<file path="src/rtl/axi4_full_rd2umi_pkg.sv">
// Shared UMI command layout, AXI codes and FSM encoding for the AXI4 read to UMI bridge.
package axi4_full_rd2umi_pkg;

    localparam logic [4:0] UMI_REQ_READ  = 5'h01;
    localparam logic [4:0] UMI_RESP_READ = 5'h02;

    localparam int UMI_OPCODE_MSB = 4;
    localparam int UMI_OPCODE_LSB = 0;
    localparam int UMI_SIZE_MSB   = 7;
    localparam int UMI_SIZE_LSB   = 5;
    localparam int UMI_LEN_MSB    = 15;
    localparam int UMI_LEN_LSB    = 8;
    localparam int UMI_QOS_MSB    = 19;
    localparam int UMI_QOS_LSB    = 16;
    localparam int UMI_PROT_MSB   = 21;
    localparam int UMI_PROT_LSB   = 20;
    localparam int UMI_EOM_BIT    = 22;
    localparam int UMI_ERR_MSB    = 26;
    localparam int UMI_ERR_LSB    = 25;

    localparam logic [1:0] AXI_BURST_INCR  = 2'b01;
    localparam logic [1:0] AXI_RESP_SLVERR = 2'b10;

    localparam logic [1:0] ST_IDLE      = 2'd0;
    localparam logic [1:0] ST_UMI_READ  = 2'd1;
    localparam logic [1:0] ST_WAIT_RESP = 2'd2;
    localparam logic [1:0] ST_SEND_R    = 2'd3;

    // Oversized AXI beats are a protocol violation; shrink them to the bus width.
    function automatic logic [2:0] clamp_size(input logic [2:0] size, input logic [2:0] max_log2);
        return (size > max_log2) ? max_log2 : size;
    endfunction

endpackage

</file>
<file path="src/rtl/axi4_full_rd2umi_umi_pack.sv">
// Assembles a UMI request command word; fields not driven here are zero.
module axi4_full_rd2umi_umi_pack
    import axi4_full_rd2umi_pkg::*;
#(
    parameter int CW = 32
) (
    input  logic [4:0]    i_opcode,
    input  logic [2:0]    i_size,
    input  logic [7:0]    i_len,
    input  logic [3:0]    i_qos,
    input  logic [1:0]    i_prot,
    input  logic          i_eom,
    output logic [CW-1:0] o_cmd
);

    always_comb begin
        o_cmd = '0;
        o_cmd[UMI_OPCODE_MSB:UMI_OPCODE_LSB] = i_opcode;
        o_cmd[UMI_SIZE_MSB:UMI_SIZE_LSB]     = i_size;
        o_cmd[UMI_LEN_MSB:UMI_LEN_LSB]       = i_len;
        o_cmd[UMI_QOS_MSB:UMI_QOS_LSB]       = i_qos;
        o_cmd[UMI_PROT_MSB:UMI_PROT_LSB]     = i_prot;
        o_cmd[UMI_EOM_BIT]                   = i_eom;
    end

endmodule

</file>
<file path="src/rtl/axi4_full_rd2umi.sv">
// AXI4 read slave to UMI host bridge: one UMI REQ_READ per AXI beat, one
// outstanding transaction, responses returned in order as R beats.
module axi4_full_rd2umi
    import axi4_full_rd2umi_pkg::*;
#(
    parameter int             CW       = 32,
    parameter int             DW       = 128,
    parameter int             AW       = 64,
    parameter int             IDW      = 8,
    parameter logic [AW-1:0]  HOSTADDR = '0,
    parameter int             STRBW    = DW/8
) (
    input  logic           clk,
    input  logic           nreset,
    input  logic [IDW-1:0] s_axi_arid,
    input  logic [AW-1:0]  s_axi_araddr,
    input  logic [7:0]     s_axi_arlen,
    input  logic [2:0]     s_axi_arsize,
    input  logic [1:0]     s_axi_arburst,
    input  logic           s_axi_arlock,
    input  logic [3:0]     s_axi_arcache,
    input  logic [2:0]     s_axi_arprot,
    input  logic [3:0]     s_axi_arqos,
    input  logic           s_axi_arvalid,
    output logic           s_axi_arready,
    output logic [IDW-1:0] s_axi_rid,
    output logic [DW-1:0]  s_axi_rdata,
    output logic [1:0]     s_axi_rresp,
    output logic           s_axi_rlast,
    output logic           s_axi_rvalid,
    input  logic           s_axi_rready,
    output logic           uhost_req_valid,
    output logic [CW-1:0]  uhost_req_cmd,
    output logic [AW-1:0]  uhost_req_dstaddr,
    output logic [AW-1:0]  uhost_req_srcaddr,
    output logic [DW-1:0]  uhost_req_data,
    input  logic           uhost_req_ready,
    input  logic           uhost_resp_valid,
    input  logic [CW-1:0]  uhost_resp_cmd,
    input  logic [AW-1:0]  uhost_resp_dstaddr,
    input  logic [AW-1:0]  uhost_resp_srcaddr,
    input  logic [DW-1:0]  uhost_resp_data,
    output logic           uhost_resp_ready
);

    localparam int STRB_LOG2 = $clog2(STRBW);

    if (DW > 128) begin : g_dw_check
        $error("axi4_full_rd2umi: DW must not exceed 128");
    end

    logic [1:0]     r_state;
    logic [IDW-1:0] r_id;
    logic [AW-1:0]  r_addr;
    logic [2:0]     r_size;
    logic [1:0]     r_burst;
    logic [1:0]     r_prot;
    logic [3:0]     r_qos;
    logic [8:0]     r_beats_left;
    logic [7:0]     r_lane;
    logic [DW-1:0]  r_rdata;
    logic [1:0]     r_rresp;

    logic       w_ar_fire;
    logic       w_req_fire;
    logic       w_resp_fire;
    logic       w_r_fire;
    logic       w_last;
    logic [7:0] w_nb;
    logic [7:0] w_off;
    logic [7:0] w_len;
    logic [7:0] w_lane;
    logic       w_unused;

    assign s_axi_arready    = (r_state == ST_IDLE);
    assign uhost_req_valid  = (r_state == ST_UMI_READ);
    assign uhost_resp_ready = (r_state == ST_WAIT_RESP);
    assign s_axi_rvalid     = (r_state == ST_SEND_R);

    assign w_ar_fire   = s_axi_arvalid & s_axi_arready;
    assign w_req_fire  = uhost_req_valid & uhost_req_ready;
    assign w_resp_fire = uhost_resp_valid & uhost_resp_ready;
    assign w_r_fire    = s_axi_rvalid & s_axi_rready;
    assign w_last      = (r_beats_left == 9'd0);

    // An unaligned first beat only reads up to the next beat-size boundary.
    assign w_nb   = 8'd1 << r_size;
    assign w_off  = r_addr[7:0] & (w_nb - 8'd1);
    assign w_len  = w_nb - w_off - 8'd1;
    assign w_lane = r_addr[7:0] & 8'(STRBW - 1);

    assign uhost_req_dstaddr = r_addr;
    assign uhost_req_srcaddr = HOSTADDR;
    assign uhost_req_data    = '0;
    assign s_axi_rid         = r_id;
    assign s_axi_rdata       = r_rdata;
    assign s_axi_rresp       = r_rresp;
    assign s_axi_rlast       = w_last;

    assign w_unused = ^{s_axi_arlock, s_axi_arcache, s_axi_arprot[2], uhost_resp_cmd,
                        uhost_resp_dstaddr, uhost_resp_srcaddr};

    axi4_full_rd2umi_umi_pack #(.CW(CW)) u_pack (
        .i_opcode (UMI_REQ_READ),
        .i_size   (3'd0),
        .i_len    (w_len),
        .i_qos    (r_qos),
        .i_prot   (r_prot),
        .i_eom    (w_last),
        .o_cmd    (uhost_req_cmd)
    );

    always_ff @(posedge clk or negedge nreset) begin
        if (!nreset) begin
            r_state <= ST_IDLE;
        end else begin
            case (r_state)
                ST_IDLE:      if (w_ar_fire)   r_state <= ST_UMI_READ;
                ST_UMI_READ:  if (w_req_fire)  r_state <= ST_WAIT_RESP;
                ST_WAIT_RESP: if (w_resp_fire) r_state <= ST_SEND_R;
                ST_SEND_R:    if (w_r_fire)    r_state <= w_last ? ST_IDLE : ST_UMI_READ;
                default:                       r_state <= ST_IDLE;
            endcase
        end
    end

    // Lane is sampled before the address advances so the response lands in this beat's lanes.
    always_ff @(posedge clk) begin
        if (w_ar_fire) begin
            r_id         <= s_axi_arid;
            r_addr       <= s_axi_araddr;
            r_size       <= clamp_size(s_axi_arsize, 3'(STRB_LOG2));
            r_burst      <= s_axi_arburst;
            r_prot       <= s_axi_arprot[1:0];
            r_qos        <= s_axi_arqos;
            r_beats_left <= {1'b0, s_axi_arlen};
        end
        if (w_req_fire) begin
            r_lane <= w_lane;
            if (r_burst == AXI_BURST_INCR) begin
                r_addr <= (r_addr & ~{{(AW-8){1'b0}}, w_nb - 8'd1}) + {{(AW-8){1'b0}}, w_nb};
            end
        end
        if (w_resp_fire) begin
            r_rdata <= uhost_resp_data << {r_lane, 3'b000};
            r_rresp <= (uhost_resp_cmd[UMI_OPCODE_MSB:UMI_OPCODE_LSB] != UMI_RESP_READ)
                       ? AXI_RESP_SLVERR : uhost_resp_cmd[UMI_ERR_MSB:UMI_ERR_LSB];
        end
        if (w_r_fire) begin
            r_beats_left <= r_beats_left - 9'd1;
        end
    end

endmodule

</file>
<file path="config.mk">
export PLATFORM = sky130hd
export DESIGN_NAME = axi4_full_rd2umi
export DESIGN_NICKNAME = d
export VERILOG_FILES = /design/src/rtl/axi4_full_rd2umi_pkg.sv /design/src/rtl/axi4_full_rd2umi_umi_pack.sv /design/src/rtl/axi4_full_rd2umi.sv
export SDC_FILE = /design/constraint.sdc
export NUM_CORES = 1
export LEC_CHECK = 0
export BUFFER_PORTS_ARGS = -buffer_cell sky130_fd_sc_hd__buf_2
export CAP_MARGIN = 20
export CORE_AREA = 2 2 320 322
export CTS_BUF_LIST = sky130_fd_sc_hd__clkbuf_4 sky130_fd_sc_hd__clkbuf_8 sky130_fd_sc_hd__clkbuf_16
export DETAILED_ROUTE_END_ITERATION = 16
export DIE_AREA = 0 0 322 324
export PLACE_DENSITY = 0.42
export SLEW_MARGIN = 5
export SYNTH_ARGS = -nofsm -noshare
export SYNTH_HDL_FRONTEND = slang
export SYNTH_SLANG_ARGS = --single-unit
</file>
<file path="constraint.sdc">
create_clock -name clk -period 5.2 [get_ports clk]
set_clock_uncertainty 0.15 [all_clocks]
set_input_delay 1.56 -clock clk [delete_from_list [all_inputs] [get_ports clk]]
set_output_delay 1.56 -clock clk [all_outputs]
set_load 0.1 [all_outputs]
</file>
# --- After elaboration in Yosys (flattened, before gate mapping) ---
# Cells that the tools add are included.
# Widths: inputs -> output; s select.
totals:
  regBits: 228
  wordCells: 50
  out_inout_bits: 431
classes:
  n_addsub: 5
  eq_ne: 9
  n_lt_le_gt_ge: 1
  reduce_logical: 4
  muxes: 11
  shifts: 2
  bitwise_logic: 7
ops:
  columns: ["cell", "n"]
  rows:
  - ["$mux 64", 3]
  - ["$shl 128x7->128", 1]
  - ["$add 64x8->64", 1]
  - ["$and 64x64->64", 1]
  - ["$not 8->64", 1]
  - ["$mux 9", 2]
  - ["$sub 8x1->8 const B", 2]
  - ["$logic_not 9->1", 1]
  - ["$sub 9x1->9 const B", 1]
  - ["$and 8x8->8", 1]
  - ["$mux 2", 4]
  - ["$ne 2x1->1 const B", 4]
  - ["$pmux 2 s4", 1]
  - ["$shl 1x3->8 const A", 1]
  - ["$sub 8x8->8", 1]
  - ["$ne 5x2->1 const B", 1]
  - ["$and 1x1->1", 4]
  - ["$eq 2x1->1 const B", 2]
  - ["$eq 2x2->1 const B", 2]
  - ["$reduce_and 4->1", 1]
  - ["$gt 3x3->1 const B", 1]
  - ["$logic_not 2->1", 1]
  - ["$reduce_bool 2->1", 1]
  - ["$mux 1", 1]

# --- Depth between registers and ports, before layout ---
# Gate-level depths: netlist of the first run.
depth:
  depth_word: 7
  depth_mapped: 13
  mapped_depth_nobuf: 9

# --- Cells and area by module ---
# Synthesis of the first run repeated with hierarchy kept, for this count alone.
unflattened:
  cells_unflattened: 1751
  area_unflattened_um2: 16120.5
by_module_without_submodules:
  columns: ["mod", "n_inst", "seq_area_each_um2", "cells_each", "area_each_um2"]
  rows:
  - ["axi4_full_rd2umi", 1, 6195.9, 1718, 15876.5]
  - ["axi4_full_rd2umi_umi_pack", 1, 0.0, 33, 244.0]

# --- Least setup slack after synthesis of the first run ---
# OpenSTA, ideal clock, no wires.
synth_path:
  path_type: "register -> output"
  start: "register r_beats_left[0]"
  end: "output uhost_req_cmd[22]"
  path_slack_ps: -1339
  t_required_ps: 3490
  path_buffers: 1
  arrival_ps: 4829
  path_stages_with_launch: 7
  path_cell_list: "edfxtp_1 -> inv_1 -> ha_1 -> nand2b_1 -> or4_1 -> nor4_1 -> buf_4"
synth_between:
  elab_chain_len: 1
synth_lines:
  columns: ["element", "line_no", "rtl"]
  rows:
  - ["from (decl)", "axi4_full_rd2umi.sv:59", "logic [8:0] r_beats_left;"]
  - ["from (signal assigned)", "axi4_full_rd2umi.sv:136", "r_beats_left <= {1'b0, s_axi_arlen};"]
  - ["from (signal assigned)", "axi4_full_rd2umi.sv:150", "r_beats_left <= r_beats_left - 9'd1;"]
  - ["$logic_not 9->1", "axi4_full_rd2umi.sv:84", "assign w_last = (r_beats_left == 9'd0);"]
  - ["to (decl)", "axi4_full_rd2umi.sv:33", "output logic [CW-1:0] uhost_req_cmd,"]
# Every way passes these cells.

# --- Worst setup path after layout of the first run ---
layout_path:
  start: "register r_size[0]"
  end: "output uhost_req_cmd[14]"
layout_between:
  elab_chain_len: 5
layout_lines:
  columns: ["element", "line_no", "rtl"]
  rows:
  - ["from (decl)", "axi4_full_rd2umi.sv:55", "logic [2:0] r_size;"]
  - ["from (signal assigned)", "axi4_full_rd2umi.sv:132", "r_size <= clamp_size(s_axi_arsize, 3'(STRB_LOG2));"]
  - ["$shl 1x3->8 (*)", "axi4_full_rd2umi.sv:87", "assign w_nb = 8'd1 << r_size;"]
  - ["$sub 8x1->8", "axi4_full_rd2umi.sv:88", "assign w_off = r_addr[7:0] & (w_nb - 8'd1);"]
  - ["$and 8x8->8", "axi4_full_rd2umi.sv:88", null]
  - ["$sub 8x8->8 (*)", "axi4_full_rd2umi.sv:89", "assign w_len = w_nb - w_off - 8'd1;"]
  - ["$sub 8x1->8 (*)", "axi4_full_rd2umi.sv:89", null]
# Every way passes the cells marked *; elsewhere a longest branch is shown, timed or not.

==> results of run 1 <==
## state kept, by name (all words and copies together), names as in the netlist
| register | flops |
|---|---|
| uhost_req_dstaddr | 64 |
| r_prot | 2 |
| s_axi_rdata | 128 |
| r_beats_left | 9 |
| s_axi_rid | 8 |
| r_lane | 4 |
| s_axi_rresp | 2 |
| r_state | 2 |
| r_size | 3 |
| r_qos | 4 |
| r_burst | 2 |
## area by class of cell
cell class	instances	area (um^2)
inverter	22	82.6
multi-input combinational	1429	8910
tap	1309	1640
antenna	5	12.5
clock buffer	50	1030
clock inverter	15	166
fill	11300	80400
timing repair buffer	490	2590
sequential	228	6200
## placed cells by master, fill, tap and decap left out, types with 5 or more instances in the layout
master     count
o22ai_1       32
nand4_1       19
a31oi_1       25
conb_1       209
nor3_1        38
a311oi_1      23
nor2_1       128
o21ai_0       90
or3_1         20
inv_1         19
nor4_1        15
a21oi_1       97
clkbuf_4      10
diode_2        5
a211o_1        6
clkbuf_16     36
o31ai_1        6
nor2b_1       54
nand2_1      156
and2_1        47
o31a_1        11
nand3_1       38
mux2_2        18
xor2_1         6
and4_1         9
and3_1        47
dfxtp_1       64
buf_2        453
buf_4         33
a211oi_1      84
mux4_2        27
ha_1          10
nand2b_1       6
edfxtp_1     162
xnor2_1       13
mux2i_1       99
## per-stage QoR
stage               util [%]  setup WS [ns]  hold WS, ns  instance area [um^2]  power [W]
global route            20.4          0.233        0.422                 20600     0.0144
detailed placement      19.2          0.968        0.389                 19400     0.0113
finish                  20.4          0.397        0.397                 20600     0.0138
global placement        19.2          0.975        0.388                 19400     0.0113
floorplan                  -         0.0235        0.356                 17300    0.00965
CTS                     20.4          0.329        0.397                 20600     0.0140
## routing by layer
metal  track usage (%)  up-vias  wire length [um]
li1                  -     7104                 -
met4              4.31       20              2380
met3              4.81      107              7060
met2              24.2      601             37600
met5                 0        -               121
met1              17.1     7282             31700
## worst register-to-register path, stage by stage, from the launching register on
cell and delay (ns):
edfxtp_1 0.58, buf_4 0.25, nand2_2 0.14, and2_1 0.20, ha_1 0.34, a21bo_1 0.21, a311o_1 0.62, nand2_1 0.70
a31o_2 0.45, a31oi_1 0.15
## how the worst max path moves through the flow
stage                                        from  slack, ns  cells after the start                            to
after floorplan                  uhost_resp_valid       0.02                      1  s_axi_rdata[0]$_SDFFCE_PP0P_
after global placement    r_size[0]$_SDFFCE_PN0P_       0.97                      7             uhost_req_cmd[14]
after detailed placement  r_size[0]$_SDFFCE_PN0P_       0.97                      7             uhost_req_cmd[14]
after CTS                 r_size[0]$_SDFFCE_PN0P_       0.33                      7             uhost_req_cmd[14]
after global routing      r_size[2]$_SDFFCE_PN1P_       0.23                      7             uhost_req_cmd[14]
final                     r_size[0]$_SDFFCE_PN0P_       0.40                      7             uhost_req_cmd[14]
## power by group
part | leakage [nW] | internal [W] | switching [W] | total [W]
Combinational | 5.66 | 0.00146 | 0.00654 | 0.00800
Clock | 0.598 | 0.00150 | 0.00103 | 0.00254
Sequential | 2.08 | 0.00263 | 0.000629 | 0.00326
## cell families (layout without fill, tap and decap cells)
family / count (synthesis) / in the layout
buffers and inverters: 361 / 577
muxes: 144 / 144
adders and majority gates: 10 / 10
xor gates and xnor gates: 19 / 19
and+or+nand+nor: 618 / 618
other: 2 / 214
AOI/OAI and AO/OA: 429 / 429
DFF: 228 / 228
==> results.toml, run 1 <==
[outcome]
status = "completed"

[global_route]
antenna_found_initial = 17
grtUsageTotal_pct = 14.3
grt_pass1_vias = 14300
grt.overflow.total = 0
grt_max_degree = 112
grt_pass1_wl_um = 108000

[drt]
viasPerCell = 4.26
drt_first_pass_iters = 7
routedWlPerCell_um = 22.2
vias = 15100
routed_wl_um = 78900
ant_nets = 0
drc = 0
drt_iter0_drc = 1066

[worst_setup_path]
crit_type = "reg -> out"
crit_path_start_kind = "flop"
max_stage_delay_ns = 0.52
critPathArrivalTime_ns = 3.09
crit_path_max_fanout = 6
critical_path.top_delay_family = "simple AND/OR/NAND/NOR gates"
cp-end-kind = "output port"
reg2reg_setup_slack_ns = 1.35
cp_slowest_cell = "buf_2"
worstReg2RegEnd = "uhost_req_dstaddr[59]$_DFF_P_"
critical_path_buf_inv_count = 1
crit_required_ns = 3.49
r2r_cells = 9
cp_cell_sequence = "or2_2, nor2_1, ha_1, a21o_1, a31oi_1, xor2_1, buf_2"
timing.rr.start = "r_size[2]$_SDFFCE_PN1P_"

[timing]
tightest_slew_ns = 1.00
layout_min_cycle_time_ns = 4.80
relSlewSlack_pct = 32.5
finalCritPeriodShare_pct = 92.4
hold_violations = 0
fmax_mhz = 208
setup-violations-final = 0
tns_ns = 0
slew_viol_final = 0
rsz0062_at_grt = "no"

[cts]
clock_latency_ns = 0.58
ctsResizeCount = 0
hold_buffers = 0
clk_pin_slew_ns = 0.05
postCtsSetupBuffers = 0
clk_path_buf_depth = 3
htreeDepth = 2
cts_buffers = 36
cts_tree = "done"
cts_sinks = 228
cts-root-buf = "clkbuf_16"

[synthesis]
synth_cell_types = 87
synth.yosys.seq_area_share_pct = 37.5
synthTopCellsByCount = "buf_4, edfxtp_1, nand2_1"
syn_inst = 1811
ys.flop_type = "edfxtp_1"
synth_area_leaders = "edfxtp_1, buf_4, dfxtp_1"
synth_top_family_by_area = "simple AND/OR/NAND/NOR gates"
yosysTopAreaCell = "edfxtp_1"
synth.cell_area_um2 = 16500
synth_compound_area_share_pct = 17.1
muxShareOfSynthArea_pct = 10.9
synthAdderAreaFrac_pct = 0.757
yosys_warnings = 0
synth_async_sr_flop_share_pct = 0.877
ys_ff_latch = 228
synth_xor_area_share_pct = 1.01
synth-simple-area-share_pct = 19.4
synth_top_area_share_pct = 29.4
syn_area_per_cell_um2 = 9.12
synth_edf_count = 162
yosysMostFrequentCell = "buf_4"

[worst_hold_path]
hold_end = "uhost_req_dstaddr[43]$_DFF_P_"
min_from = "uhost_req_dstaddr[43]$_DFF_P_"
hold_class = "reg -> reg"
hold_depth = 1

[floorplanning]
die_width_um = 322
die_h_um = 324
die-area_um2 = 104000
core_um2 = 101000
start_util_pct = 16.4
pin_count = 822
rows = 117

[final_layout]
instances_no_fill = 3548
finalNetCount = 2608
area_delta_synth_final_pct = 24.9
layout-drive-gt1-share_pct = 28.2

[place]
portBuffers = 453
gp_congestion = 0.856
hpwl_um = 61300
dp_cells = 3478

[power]
power.density_nw_per_um2 = 668
max-vdd-ir-drop_mv = 0.689
p_leak_nw = 8.33

[flow_run]
drv_cap = 0
(Power assumes the default switching activity.)
==> inputs of run 2 (changes only) <==
--- a/config.mk
+++ b/config.mk
@@ -7,10 +7,11 @@
 export LEC_CHECK = 0
 export BUFFER_PORTS_ARGS = -buffer_cell sky130_fd_sc_hd__buf_2
 export CAP_MARGIN = 20
-export CORE_AREA = 2 2 320 322
+export CORE_AREA = 2 2 323 325
 export CTS_BUF_LIST = sky130_fd_sc_hd__clkbuf_4 sky130_fd_sc_hd__clkbuf_8 sky130_fd_sc_hd__clkbuf_16
+export CTS_CLUSTER_SIZE = 28
 export DETAILED_ROUTE_END_ITERATION = 16
-export DIE_AREA = 0 0 322 324
+export DIE_AREA = 0 0 325 327
 export PLACE_DENSITY = 0.42
 export SLEW_MARGIN = 5
 export SYNTH_ARGS = -nofsm -noshare
==> results.toml, run 2 (synthesized netlist as in run 1, its figures left out) <==
[drt]
viasPerCell = 4.22
routed_wl_um = 78800
drc = 0
drt_iter0_drc = 1042
ant_nets = 0
drt_first_pass_iters = 5
vias = 15200
routedWlPerCell_um = 21.8

[floorplanning]
die_width_um = 325
core_um2 = 103000
rows = 118
pin_count = 822
die-area_um2 = 106000
start_util_pct = 16.1
die_h_um = 327

[power]
p_leak_nw = 8.29
p_int_w = 0.00561
power.density_nw_per_um2 = 667
pwr-share-comb_pct = 58.1
swShare_pct = 59.4
max-vdd-ir-drop_mv = 0.589
seqPwrFrac_pct = 23.7
p_switching_w = 0.00819
clock_power_share_pct = 18.2

[cts]
ctsResizeCount = 0
clk_pin_slew_ns = 0.06
cts_tree = "done"
cts_buffers = 36
clock_latency_ns = 0.58
hold_buffers = 0
htreeDepth = 2
cts-root-buf = "clkbuf_16"
cts_sinks = 228
postCtsSetupBuffers = 0
clk_path_buf_depth = 3

[place]
portBuffers = 453
hpwl_um = 60900
gp_congestion = 0.857

[global_route]
antenna_found_initial = 17
grt_pass1_vias = 14400
grt.overflow.total = 0
grtUsageMet3_pct = 4.52
gr-max-usage-layer = "met2"
grt_max_degree = 149
met2_usage_pct = 24.1
grt_pass1_wl_um = 110000
gr-usage-met1_pct = 17.3
grtUsageTotal_pct = 14.2

[worst_setup_path]
crit_path_max_fanout = 18
crit_required_ns = 3.49
worstReg2RegEnd = "uhost_req_dstaddr[13]$_DFF_P_"
crit_end = "uhost_req_cmd[15]"
max_stage_delay_ns = 0.71
critPathArrivalTime_ns = 3.09
cp-end-kind = "output port"
r2r_cells = 10
reg2reg_setup_slack_ns = 1.33
cp_common_cell = "nor2_1"
crit_start = "r_size[2]$_SDFFCE_PN1P_"
crit_path_start_kind = "flop"
cp_slowest_cell = "edfxtp_1"
timing.rr.start = "r_size[2]$_SDFFCE_PN1P_"
crit_type = "reg -> out"
cp_cell_sequence = "nand2_1, nor2_1, ha_1, a21oi_1, nor2_1, o21ai_1, buf_2"

[final_layout]
register_area_um2 = 6200
fillCellCount = 11600
finalNetCount = 2601
multi_input_area_um2 = 8920
area_delta_synth_final_pct = 25.2
layout-drive-gt1-share_pct = 28.0
largest_register_ffs = 128
final_cell_mix = "buf_2, conb_1, edfxtp_1"
final_common_cell = "buf_2"

[outcome]
status = "completed"

[timing]
tightest_slew_ns = 1.05
fmax_mhz = 208
hold_violations = 0
setup-violations-final = 0
tns_ns = 0
hold-worst-slack_ns = 0.376
layout_min_cycle_time_ns = 4.80
slew_viol_final = 0
finalCritPeriodShare_pct = 92.3
rsz0062_at_grt = "no"
relSlewSlack_pct = 29.7

[worst_hold_path]
hold_class = "reg -> reg"
min_from = "uhost_req_dstaddr[5]$_DFF_P_"

[flow_run]
drv_cap = 0
==> run 2: changes by cell type in the layout (fill, tap and decap cells not counted), moves of 2 or more <==
cell	previous run	this run
clkbuf_8	4	1
clkinv_4	2	0
buf_12	4	7
clkinv_1	4	6
buf_4	33	23
==> run 2: worst min-delay path by stage <==
| stage | endpoint | slack (ns) | depth (start not counted) |
|---|---|---|---|
| 4_1_cts | uhost_req_dstaddr[5]$_DFF_P_ | 0.39 | 2 |
| 2_1_floorplan | r_state[0]$_DFFE_PN0P_ | 0.36 | 1 |
| 6_report | uhost_req_dstaddr[5]$_DFF_P_ | 0.38 | 2 |
| 5_1_grt | uhost_req_dstaddr[5]$_DFF_P_ | 0.41 | 2 |
| 3_5_place_dp | uhost_req_dstaddr[5]$_DFF_P_ | 0.38 | 2 |
| 3_3_place_gp | uhost_req_dstaddr[5]$_DFF_P_ | 0.37 | 2 |
==> run 2: critical path: cells and delay by family (launching register included) <==
family,cells,cell delay [ns]
compound gates,2,0.56
fa+ha+maj,1,0.30
buf+inv,1,0.57
flops,1,0.71
simple gates,3,0.37
==> run 2: power groups by stage <==
stage / Clock (W) / Sequential (W) / Combinational (W)
after CTS: 0.00263 / 0.00327 / 0.00807
after detailed placement: 0 / 0.00330 / 0.00806
after global routing: 0.00269 / 0.00335 / 0.00840
final: 0.00252 / 0.00327 / 0.00801
after global placement: 0 / 0.00331 / 0.00806
after floorplan: 0 / 0.00632 / 0.00333
==> run 2: area by class of cell <==
| class | instances | share of cell area [%] |
|---|---|---|
| Multi-Input combinational cell | 1429 | 43.1 |
| Sequential cell | 228 | 29.9 |
| Timing Repair Buffer | 483 | 12.5 |
| Tap cell | 1380 | 8.35 |
| Clock buffer | 47 | 4.87 |
| Clock inverter | 16 | 0.798 |
| Inverter | 22 | 0.399 |
| Antenna cell | 5 | 0.0605 |
==> run 2: metal layers <==
| layer | wire length [um] | vias up |
|---|---|---|
| met1 | 32100 | 7433 |
| li1 | - | 7096 |
| met2 | 38100 | 618 |
| met3 | 6660 | 87 |
| met5 | 96 | - |
| met4 | 1870 | 14 |
==> run 2: metrics by stage <==
| step | instances | cell area [um^2] | total power (W) | setup WS [ns] | util [%] |
|---|---|---|---|---|---|
| final | 3610 | 20700 | 0.0138 | 0.400 | 20.1 |
| after global placement | 3542 | 19500 | 0.0114 | 0.790 | 18.9 |
| after global routing | 3606 | 20700 | 0.0144 | 0.0314 | 20.1 |
| after CTS | 3605 | 20700 | 0.0140 | 0.0702 | 20.1 |
| after detailed placement | 3542 | 19500 | 0.0114 | 0.772 | 18.9 |
| after floorplan | 2018 | 17300 | 0.00965 | 0.0235 | - |
